### config.mk
export PLATFORM = sky130hd
export DESIGN_NAME = uart_tx
export DESIGN_NICKNAME = d
export VERILOG_FILES = /design/src/rtl/uart_tx.sv
export SDC_FILE = /design/constraint.sdc
export NUM_CORES = 1
export LEC_CHECK = 0
export CAP_MARGIN = 10
export CORE_MARGIN = 2
export CORE_UTILIZATION = 60
export DETAILED_ROUTE_END_ITERATION = 10
export GPL_TIMING_DRIVEN = 0
export PLACE_DENSITY = 0.91
export REMOVE_ABC_BUFFERS = 1
export SYNTH_ARGS = -nofsm -noshare
export SYNTH_HDL_FRONTEND = slang
export SYNTH_SLANG_ARGS = --single-unit
### constraint.sdc
create_clock -name i_Clock -period 6.3 [get_ports i_Clock]
set_input_delay 1.89 -clock i_Clock [delete_from_list [all_inputs] [get_ports i_Clock]]
set_output_delay 1.89 -clock i_Clock [all_outputs]
set_load 0.01 [all_outputs]
### src/rtl/uart_tx.sv
// UART transmitter: bytes enter a small FIFO and leave as 8N1 frames, LSB first,
// with the bit period taken from a runtime configuration word at each pop.
module uart_tx #(
   parameter int UART_DATA_WIDTH   = 8,
   parameter int CONFIG_DATA_WIDTH = 32,
   parameter int FIFO_DEPTH        = 4
) (
   input  logic                         i_Clock,
   input  logic                         i_Reset,
   input  logic [CONFIG_DATA_WIDTH-1:0] uart_config_data,
   // Handshake: a byte is accepted on any rising edge where i_Tx_DV && o_Tx_Ready;
   // o_Tx_Ready depends only on the registered fill count, never on i_Tx_DV.
   input  logic                         i_Tx_DV,
   input  logic [UART_DATA_WIDTH-1:0]   i_Tx_Byte,
   output logic                         o_Tx_Ready,
   output logic                         o_Tx_Serial,
   output logic                         o_Tx_Active,
   output logic                         o_Tx_Done,
   output logic [2:0]                   o_Tx_State
);

   localparam int PTR_W = $clog2(FIFO_DEPTH);
   localparam int CNT_W = $clog2(FIFO_DEPTH + 1);
   localparam int IDX_W = (UART_DATA_WIDTH > 1) ? $clog2(UART_DATA_WIDTH) : 1;
   localparam logic [CNT_W-1:0] DEPTH_C  = CNT_W'(FIFO_DEPTH);
   localparam logic [IDX_W-1:0] IDX_LAST = IDX_W'(UART_DATA_WIDTH - 1);
   localparam logic [CONFIG_DATA_WIDTH-1:0] P_MIN = CONFIG_DATA_WIDTH'(2);

   typedef enum logic [2:0] {
      IDLE    = 3'd0,
      START   = 3'd1,
      DATA    = 3'd2,
      STOP    = 3'd3,
      CLEANUP = 3'd4
   } state_e;

   logic [UART_DATA_WIDTH-1:0]   fifo_q [FIFO_DEPTH];
   logic [PTR_W-1:0]             wr_ptr_q, wr_ptr_d;
   logic [PTR_W-1:0]             rd_ptr_q, rd_ptr_d;
   logic [CNT_W-1:0]             count_q, count_d;

   state_e                       state_q;
   logic [UART_DATA_WIDTH-1:0]   shift_q;
   logic [CONFIG_DATA_WIDTH-1:0] p_q;
   logic [CONFIG_DATA_WIDTH-1:0] cnt_q;
   logic [IDX_W-1:0]             idx_q;
   logic                         serial_q;
   logic                         active_q;
   logic                         done_q;

   logic                         push;
   logic                         pop;
   logic                         cnt_last;
   logic [IDX_W-1:0]             idx_nxt;
   logic [CONFIG_DATA_WIDTH-1:0] p_sel;

   assign push     = i_Tx_DV && (count_q != DEPTH_C);
   assign pop      = (state_q == IDLE) && (count_q != '0);
   assign cnt_last = (cnt_q == (p_q - CONFIG_DATA_WIDTH'(1)));
   assign idx_nxt  = idx_q + IDX_W'(1);
   // Periods below two would leave no room for the counter; clamp them.
   assign p_sel    = (uart_config_data < P_MIN) ? P_MIN : uart_config_data;

   always_comb begin
      wr_ptr_d = wr_ptr_q;
      rd_ptr_d = rd_ptr_q;
      count_d  = count_q;
      if (push) wr_ptr_d = wr_ptr_q + PTR_W'(1);
      if (pop)  rd_ptr_d = rd_ptr_q + PTR_W'(1);
      if (push && !pop)      count_d = count_q + CNT_W'(1);
      else if (pop && !push) count_d = count_q - CNT_W'(1);
   end

   always_ff @(posedge i_Clock) begin
      if (push) fifo_q[wr_ptr_q] <= i_Tx_Byte;
   end

   always_ff @(posedge i_Clock) begin
      if (i_Reset) begin
         wr_ptr_q <= '0;
         rd_ptr_q <= '0;
         count_q  <= '0;
      end else begin
         wr_ptr_q <= wr_ptr_d;
         rd_ptr_q <= rd_ptr_d;
         count_q  <= count_d;
      end
   end

   // Line value is registered one cycle ahead: each transition sets the level
   // that the next state must present from its first cycle.
   always_ff @(posedge i_Clock) begin
      if (i_Reset) begin
         state_q  <= IDLE;
         shift_q  <= '0;
         p_q      <= P_MIN;
         cnt_q    <= '0;
         idx_q    <= '0;
         serial_q <= 1'b1;
         active_q <= 1'b0;
         done_q   <= 1'b0;
      end else begin
         done_q <= 1'b0;
         case (state_q)
            IDLE: begin
               serial_q <= 1'b1;
               active_q <= 1'b0;
               if (pop) begin
                  shift_q  <= fifo_q[rd_ptr_q];
                  p_q      <= p_sel;
                  cnt_q    <= '0;
                  serial_q <= 1'b0;
                  active_q <= 1'b1;
                  state_q  <= START;
               end
            end
            START: begin
               if (cnt_last) begin
                  cnt_q    <= '0;
                  idx_q    <= '0;
                  serial_q <= shift_q[0];
                  state_q  <= DATA;
               end else begin
                  cnt_q <= cnt_q + CONFIG_DATA_WIDTH'(1);
               end
            end
            DATA: begin
               if (cnt_last) begin
                  cnt_q <= '0;
                  if (idx_q == IDX_LAST) begin
                     serial_q <= 1'b1;
                     state_q  <= STOP;
                  end else begin
                     idx_q    <= idx_nxt;
                     serial_q <= shift_q[idx_nxt];
                  end
               end else begin
                  cnt_q <= cnt_q + CONFIG_DATA_WIDTH'(1);
               end
            end
            STOP: begin
               serial_q <= 1'b1;
               if (cnt_last) begin
                  cnt_q    <= '0;
                  done_q   <= 1'b1;
                  active_q <= 1'b0;
                  state_q  <= CLEANUP;
               end else begin
                  cnt_q <= cnt_q + CONFIG_DATA_WIDTH'(1);
               end
            end
            CLEANUP: begin
               serial_q <= 1'b1;
               active_q <= 1'b0;
               state_q  <= IDLE;
            end
            default: begin
               serial_q <= 1'b1;
               active_q <= 1'b0;
               cnt_q    <= '0;
               idx_q    <= '0;
               state_q  <= IDLE;
            end
         endcase
      end
   end

   assign o_Tx_Ready  = (count_q != DEPTH_C);
   assign o_Tx_Serial = serial_q;
   assign o_Tx_Active = active_q;
   assign o_Tx_Done   = done_q;
   assign o_Tx_State  = state_q;

endmodule

# After elaboration in Yosys (flattened, before gate mapping)
# Memories as Yosys holds them, arrays and structs flattened. A register that Yosys moved wholly into a read port is not among the register bits.
# Index checks and enable logic that the tools add are counted.
dict set report word_totals {
  reg_bits 80
  ram_bits 32
  input_bits 43
  out_inout_bits 7
  mem_count 1
}
dict set report classes {
  addsub 7
  order_cmp 2
  n_eq_ne 13
  muxes 29
  bitwise 4
  reduce_logical 19
}
# name words word_bits rd rd_ports_with_merged_regs wr line_no
set mem_list {}
lappend mem_list {fifo_q 4 8 1 1 1 37} ;# logic [UART_DATA_WIDTH-1:0] fifo_q [FIFO_DEPTH];
# operator n
set op_table {}
lappend op_table {{$mux 32} 3}
lappend op_table {{$pmux 32 s3} 1}
lappend op_table {{$add 32x1->32 const B} 1}
lappend op_table {{$eq 32x32->1} 1}
lappend op_table {{$lt 32x2->1 const B} 1}
lappend op_table {{$sub 32x1->32 const B} 1}
lappend op_table {{$mux 3} 10}
lappend op_table {{$ne 2x2->1 const B} 6}
lappend op_table {{$pmux 3 s4} 1}
lappend op_table {{$mux 1} 10}
lappend op_table {{$pmux 3 s3} 1}
lappend op_table {{$reduce_and 2->1} 4}
lappend op_table {{$add 3x1->3 const B} 2}
lappend op_table {{$eq 3x2->1 const B} 2}
lappend op_table {{$eq 3x3->1 const B} 2}
lappend op_table {{$pmux 1 s3} 2}
lappend op_table {{$reduce_or 3->1} 2}
lappend op_table {{$reduce_and 5->1} 1}
lappend op_table {{$add 2x1->2 const B} 2}
lappend op_table {{$logic_and 1x1->1} 4}
lappend op_table {{$lt 3x4->1 const B} 1}
lappend op_table {{$not 1->1} 4}
lappend op_table {{$reduce_and 4->1} 1}
lappend op_table {{$reduce_or 2->1} 2}
lappend op_table {{other kinds (8)} 9}

# Longest topological paths before layout
dict set report depth {
  ltp_word 6
  mapped_depth 14
}

# Least setup slack after synthesis
# No wires, ideal clock.
dict set report synth_timing {
  kind {flip-flop to flip-flop}
  from {reg p_q[0]}
  to {reg idx_q[0]}
  arrival_ps 3352
  required_time_ps 6173
  setup_slack_ps 2821
  stages_incl_launch_ff 13
  path_buffers 2
  path_cell_list {dfxtp_1 -> buf_6 -> inv_1 -> ha_1 -> or4b_4 -> or4_1 -> a21boi_2 -> o22ai_1 -> or4b_4 -> nor4_4 -> buf_6 -> a31oi_1 -> or3_1}
}
dict set report synth_via {
  elab_chain_cells 4
  elab_cells_between_ends 5
  cone_classes {add/sub (1); eq/ne (3); reduce/logical (1)}
}
# item line_no
set synth_lines {}
lappend synth_lines {{from (decl)} 44} ;# logic [CONFIG_DATA_WIDTH-1:0] p_q;
lappend synth_lines {{from (signal assigned)} 110} ;# p_q <= p_sel;
lappend synth_lines {{$sub 32x1->32 *} 59} ;# assign cnt_last = (cnt_q == (p_q - CONFIG_DATA_WIDTH'(1)));
lappend synth_lines {{$eq 32x32->1 *} 59}
lappend synth_lines {{$ne 2x2->1 (no source line)} n/a}
lappend synth_lines {{$reduce_and 4->1 (no source line) *} n/a}
lappend synth_lines {{to (signal assigned)} 134} ;# idx_q <= idx_nxt;
lappend synth_lines {{to (decl)} 46} ;# logic [IDX_W-1:0] idx_q;
# Mark *: on every way between the ends. The rest lies on a longest branch, timed or not.
# A chain may end at the register's enable or synchronous reset.

# Worst setup path in the final report
dict set report layout_timing {
  from {reg p_q[8]}
  to {reg cnt_q[18]}
}
dict set report layout_via {
  elab_chain_cells 4
}
# item line_no
set layout_lines {}
lappend layout_lines {{$sub 32x1->32} 59}
lappend layout_lines {{$eq 32x32->1} 59}
lappend layout_lines {{$mux 32} {118, 128, 143}}
lappend layout_lines {{$pmux 32 s3} 104} ;# case (state_q)
lappend layout_lines {{to (signal assigned)} 124} ;# cnt_q <= cnt_q + CONFIG_DATA_WIDTH'(1);
lappend layout_lines {{to (signal assigned)} 138} ;# cnt_q <= cnt_q + CONFIG_DATA_WIDTH'(1);
lappend layout_lines {{to (signal assigned)} 149} ;# cnt_q <= cnt_q + CONFIG_DATA_WIDTH'(1);
lappend layout_lines {{to (decl)} 45} ;# logic [CONFIG_DATA_WIDTH-1:0] cnt_q;
# Every way passes these cells.

==> results.sh <==
export IMPL_fillers=767
export IMPL_power_frac_seq_pct=34.2
export IMPL_start_util_pct=61.4
export IMPL_syn_inst=759
export IMPL_synth_main_ff_cell="dfxtp_1"
export IMPL_cp_cell_sequence="nor4_2 > nand3_1 > nor4b_1 > o22ai_1 > or4b_4 > nor4_4 > or3_1 > o21ai_0 > a21o_1"
export IMPL_worstHoldStart="shift_q[4]"
export IMPL_place_inst=907
export IMPL_powerDensity_nw_per_um2=415
export IMPL_cp_data_required_time_ns=6.73
export IMPL_cts_buffer_depth=2
export IMPL_power_switching_mw=1.28
export IMPL_clock_power_share_pct=28.8
export IMPL_grt_pass1_wl_um=29800
export IMPL_layout_setup_ws_ns=1.62
export IMPL_num_rows=38
export IMPL_report_final_slew_viol_count=0
export IMPL_switching_share_pct=39.9
export IMPL_crit_fanout=14
export IMPL_hold_viol_final=0
export IMPL_synth_edf_count=32
export IMPL_power_leakage_nw=2.74
export IMPL_yosysWarnings=0
export IMPL_totalPowerFinal_mw=3.21
export IMPL_grt_max_degree=52
export IMPL_final_net_count=840
export IMPL_die_w_um=109
export IMPL_clk_latency_ns=0.53
export IMPL_cts_hold_buf=0
export IMPL_setup_violations_final=0
export IMPL_path_clk_slew_ns=0.06
export IMPL_status="finished clean"
export IMPL_rsz0062_at_grt="false"
export IMPL_finalCritPeriodShare_pct=74.3
export IMPL_criticalPathCategory="reg -> reg"
export IMPL_ys_ff_latch=120
export IMPL_multiInputGateArea_um2=3660
export IMPL_ant_nets=0
export IMPL_wl_um=18400
export IMPL_holdWs_ns=0.466
export IMPL_placedInstanceArea_um2=7160
export IMPL_drc=0
export IMPL_drt_first_iter_violations=620
export IMPL_cts_resized=0
export IMPL_p_comb_share_pct=37.0
export IMPL_worstHoldPathType="reg -> reg"
export IMPL_portBuffers=49
export IMPL_startpoint="p_q[8]"
export IMPL_synth_avg_cell_area_um2=8.74
export IMPL_clock_sinks=120
export IMPL_wl_per_cell_um=19.6
export IMPL_ys_types=69
export IMPL_drive_gt1_share_pct=9.38
export IMPL_areaGrowthSynthToFinish_pct=16.7
export IMPL_worst_pin_slew_ns=1.15
export IMPL_finalWeightedCongestion=0.937
export IMPL_grt_use_total_pct=32.9
export IMPL_grt_overflow=0
export IMPL_dp_hpwl_um=13400
export IMPL_cts_setup_buffers=0
export IMPL_dr_pass1_iters=5
export IMPL_cts_max_level=4
export IMPL_cts_buffers=17
export IMPL_timing_rr_start="p_q[8]"
export IMPL_diodes=0
export IMPL_vdd_ir_drop_worst_v=0.000340
export IMPL_ys_seq_area_share_pct=41.1
export IMPL_dieArea_um2=11900
export IMPL_cp_arrival_ns=5.11
export IMPL_synthesis_area_um2=6630
export IMPL_fp_dieH_um=109
export IMPL_fin_cells=940
export IMPL_relSlewSlack_pct=22.5
export IMPL_cts_root_buffer="clkbuf_8"
export IMPL_synthArstFlopShare_pct=0
export IMPL_vias=6096
export IMPL_dp_worst_setup_slack_ns=1.67
export IMPL_p_int_mw=1.93
export IMPL_cts_tree="yes"
export IMPL_layout_min_cycle_time_ns=4.68
export IMPL_io_pins=50
export IMPL_regArea_um2=2720
export IMPL_grt_pass1_vias=6112
export IMPL_via_per_inst=6.49
export IMPL_maxCapViolations=0
export IMPL_core_um2=10800
export IMPL_maxClockFrequency_mhz=214
export IMPL_clock_skew_ns=0.00528
export IMPL_grt_antenna_before_repair=0
export IMPL_slowest_stage="nor4_2"
export IMPL_endpoint_kind="register"
export IMPL_fin_area_um2=7740
export IMPL_slowest_delay_ns=0.88
export IMPL_startpoint_type="register"
## cells in the final DEF (no fill, tap or decap), types with 4 or more instances in the layout
cell	count
nand2_1	138
dfxtp_1	88
a21oi_1	62
clkdlybuf4s50_1	48
nor2_1	42
edfxtp_1	32
xnor2_1	28
xor2_1	25
nand3_1	25
o21ai_0	23
nor3_1	20
nor4_1	20
and3_1	16
clkbuf_16	16
a31oi_1	14
nand4_1	13
inv_1	11
or3_1	10
nand2b_1	10
mux4_2	10
ha_1	9
a21o_1	7
and2_1	6
or2_2	6
o211ai_1	6
a211oi_1	6
mux2i_1	6
or4_1	6
a41oi_1	6
inv_6	6
nor3b_1	5
nor2b_1	4
and4_1	4
buf_6	4
## stage by stage
step | TNS, ns | utilization (%)
floorplan | 0 | -
global placement | -11.04 | 65.6
detailed placement | 0 | 66.3
CTS | 0 | 71.5
global route | 0 | 71.7
finish | 0 | 71.7
## cells in the mapped netlist (all sizes together), types with 7 or more instances
library cell	instances	area share [%]
nand2	138	7.8
a21o	7	0.79
inv	11	0.62
nor3	23	1.8
a31oi	14	1.3
nor4	23	2.5
xor2	25	3.3
dfxtp	88	27
nand4	13	1.2
o21ai	24	1.8
nand2b	10	0.94
buf	12	1.3
a21oi	62	4.7
nand3	25	1.9
or4	9	1.2
ha	9	1.7
mux4	10	3.4
a211oi	7	0.87
edfxtp	32	14
and3	16	1.5
xnor2	28	3.7
clkbuf	35	2.0
nor2	42	2.4
or3	10	0.94
## layout make-up
| type | instances | area share, % |
|---|---|---|
| multi-input cells | 581 | 47.3 |
| flip-flops and latches | 120 | 35.2 |
| repair buffers | 56 | 7.53 |
| clock buffers | 17 | 5.35 |
| well taps | 140 | 2.26 |
| clock inverters | 15 | 1.83 |
| inverters | 11 | 0.533 |
## cell families (layout without fill, tap and decap cells)
group,Yosys count,count (layout),share of synthesized area (%)
simple gates,347,347,26.8
compound gates,154,154,14.7
flops,120,120,41.1
buf+inv,58,99,3.94
xor+xnor,53,53,7.00
mux,17,17,4.47
fa+ha+maj,10,10,2.00
## final timing paths
path | end | slack, ns | cells past startpoint
setup reg to reg | cnt_q[18] | 1.62 | 9
hold / removal | shift_q[4] | 0.47 | 2
setup / recovery | cnt_q[18] | 1.62 | 9
hold reg to reg | shift_q[4] | 0.47 | 2
## worst max-delay path, delay by kind of cell, from the launching register on
kind | cells | cell delay [ns]
compound gates | 3 | 0.58
simple gates | 6 | 3.61
flops | 1 | 0.37
## power groups by stage
stage,logic (mW),clock network (mW),registers (mW)
floorplan,0.805,0,1.05
global placement,1.07,0,1.09
detailed placement,1.13,0,1.11
CTS,1.15,0.929,1.09
global route,1.31,0.964,1.12
finish,1.19,0.923,1.10
## registers in the layout, indices dropped and copies added (netlist names)
name         count
o_Tx_State       3
o_Tx_Done        1
cnt_q           32
wr_ptr_q         2
shift_q          8
p_q             32
rd_ptr_q         2
count_q          3
fifo_q          32
idx_q            3
o_Tx_Active      1
o_Tx_Serial      1
## layer usage
metal,global-route usage (%),vias to the layer above,share of wire (%)
met2,55.1,305,49
li1,-,2814,-
met5,0,-,0
met3,9.03,48,6.9
met1,39.3,2929,41
met4,14.7,0,3.0
Note: power is estimated with default switching activity, not from simulation.
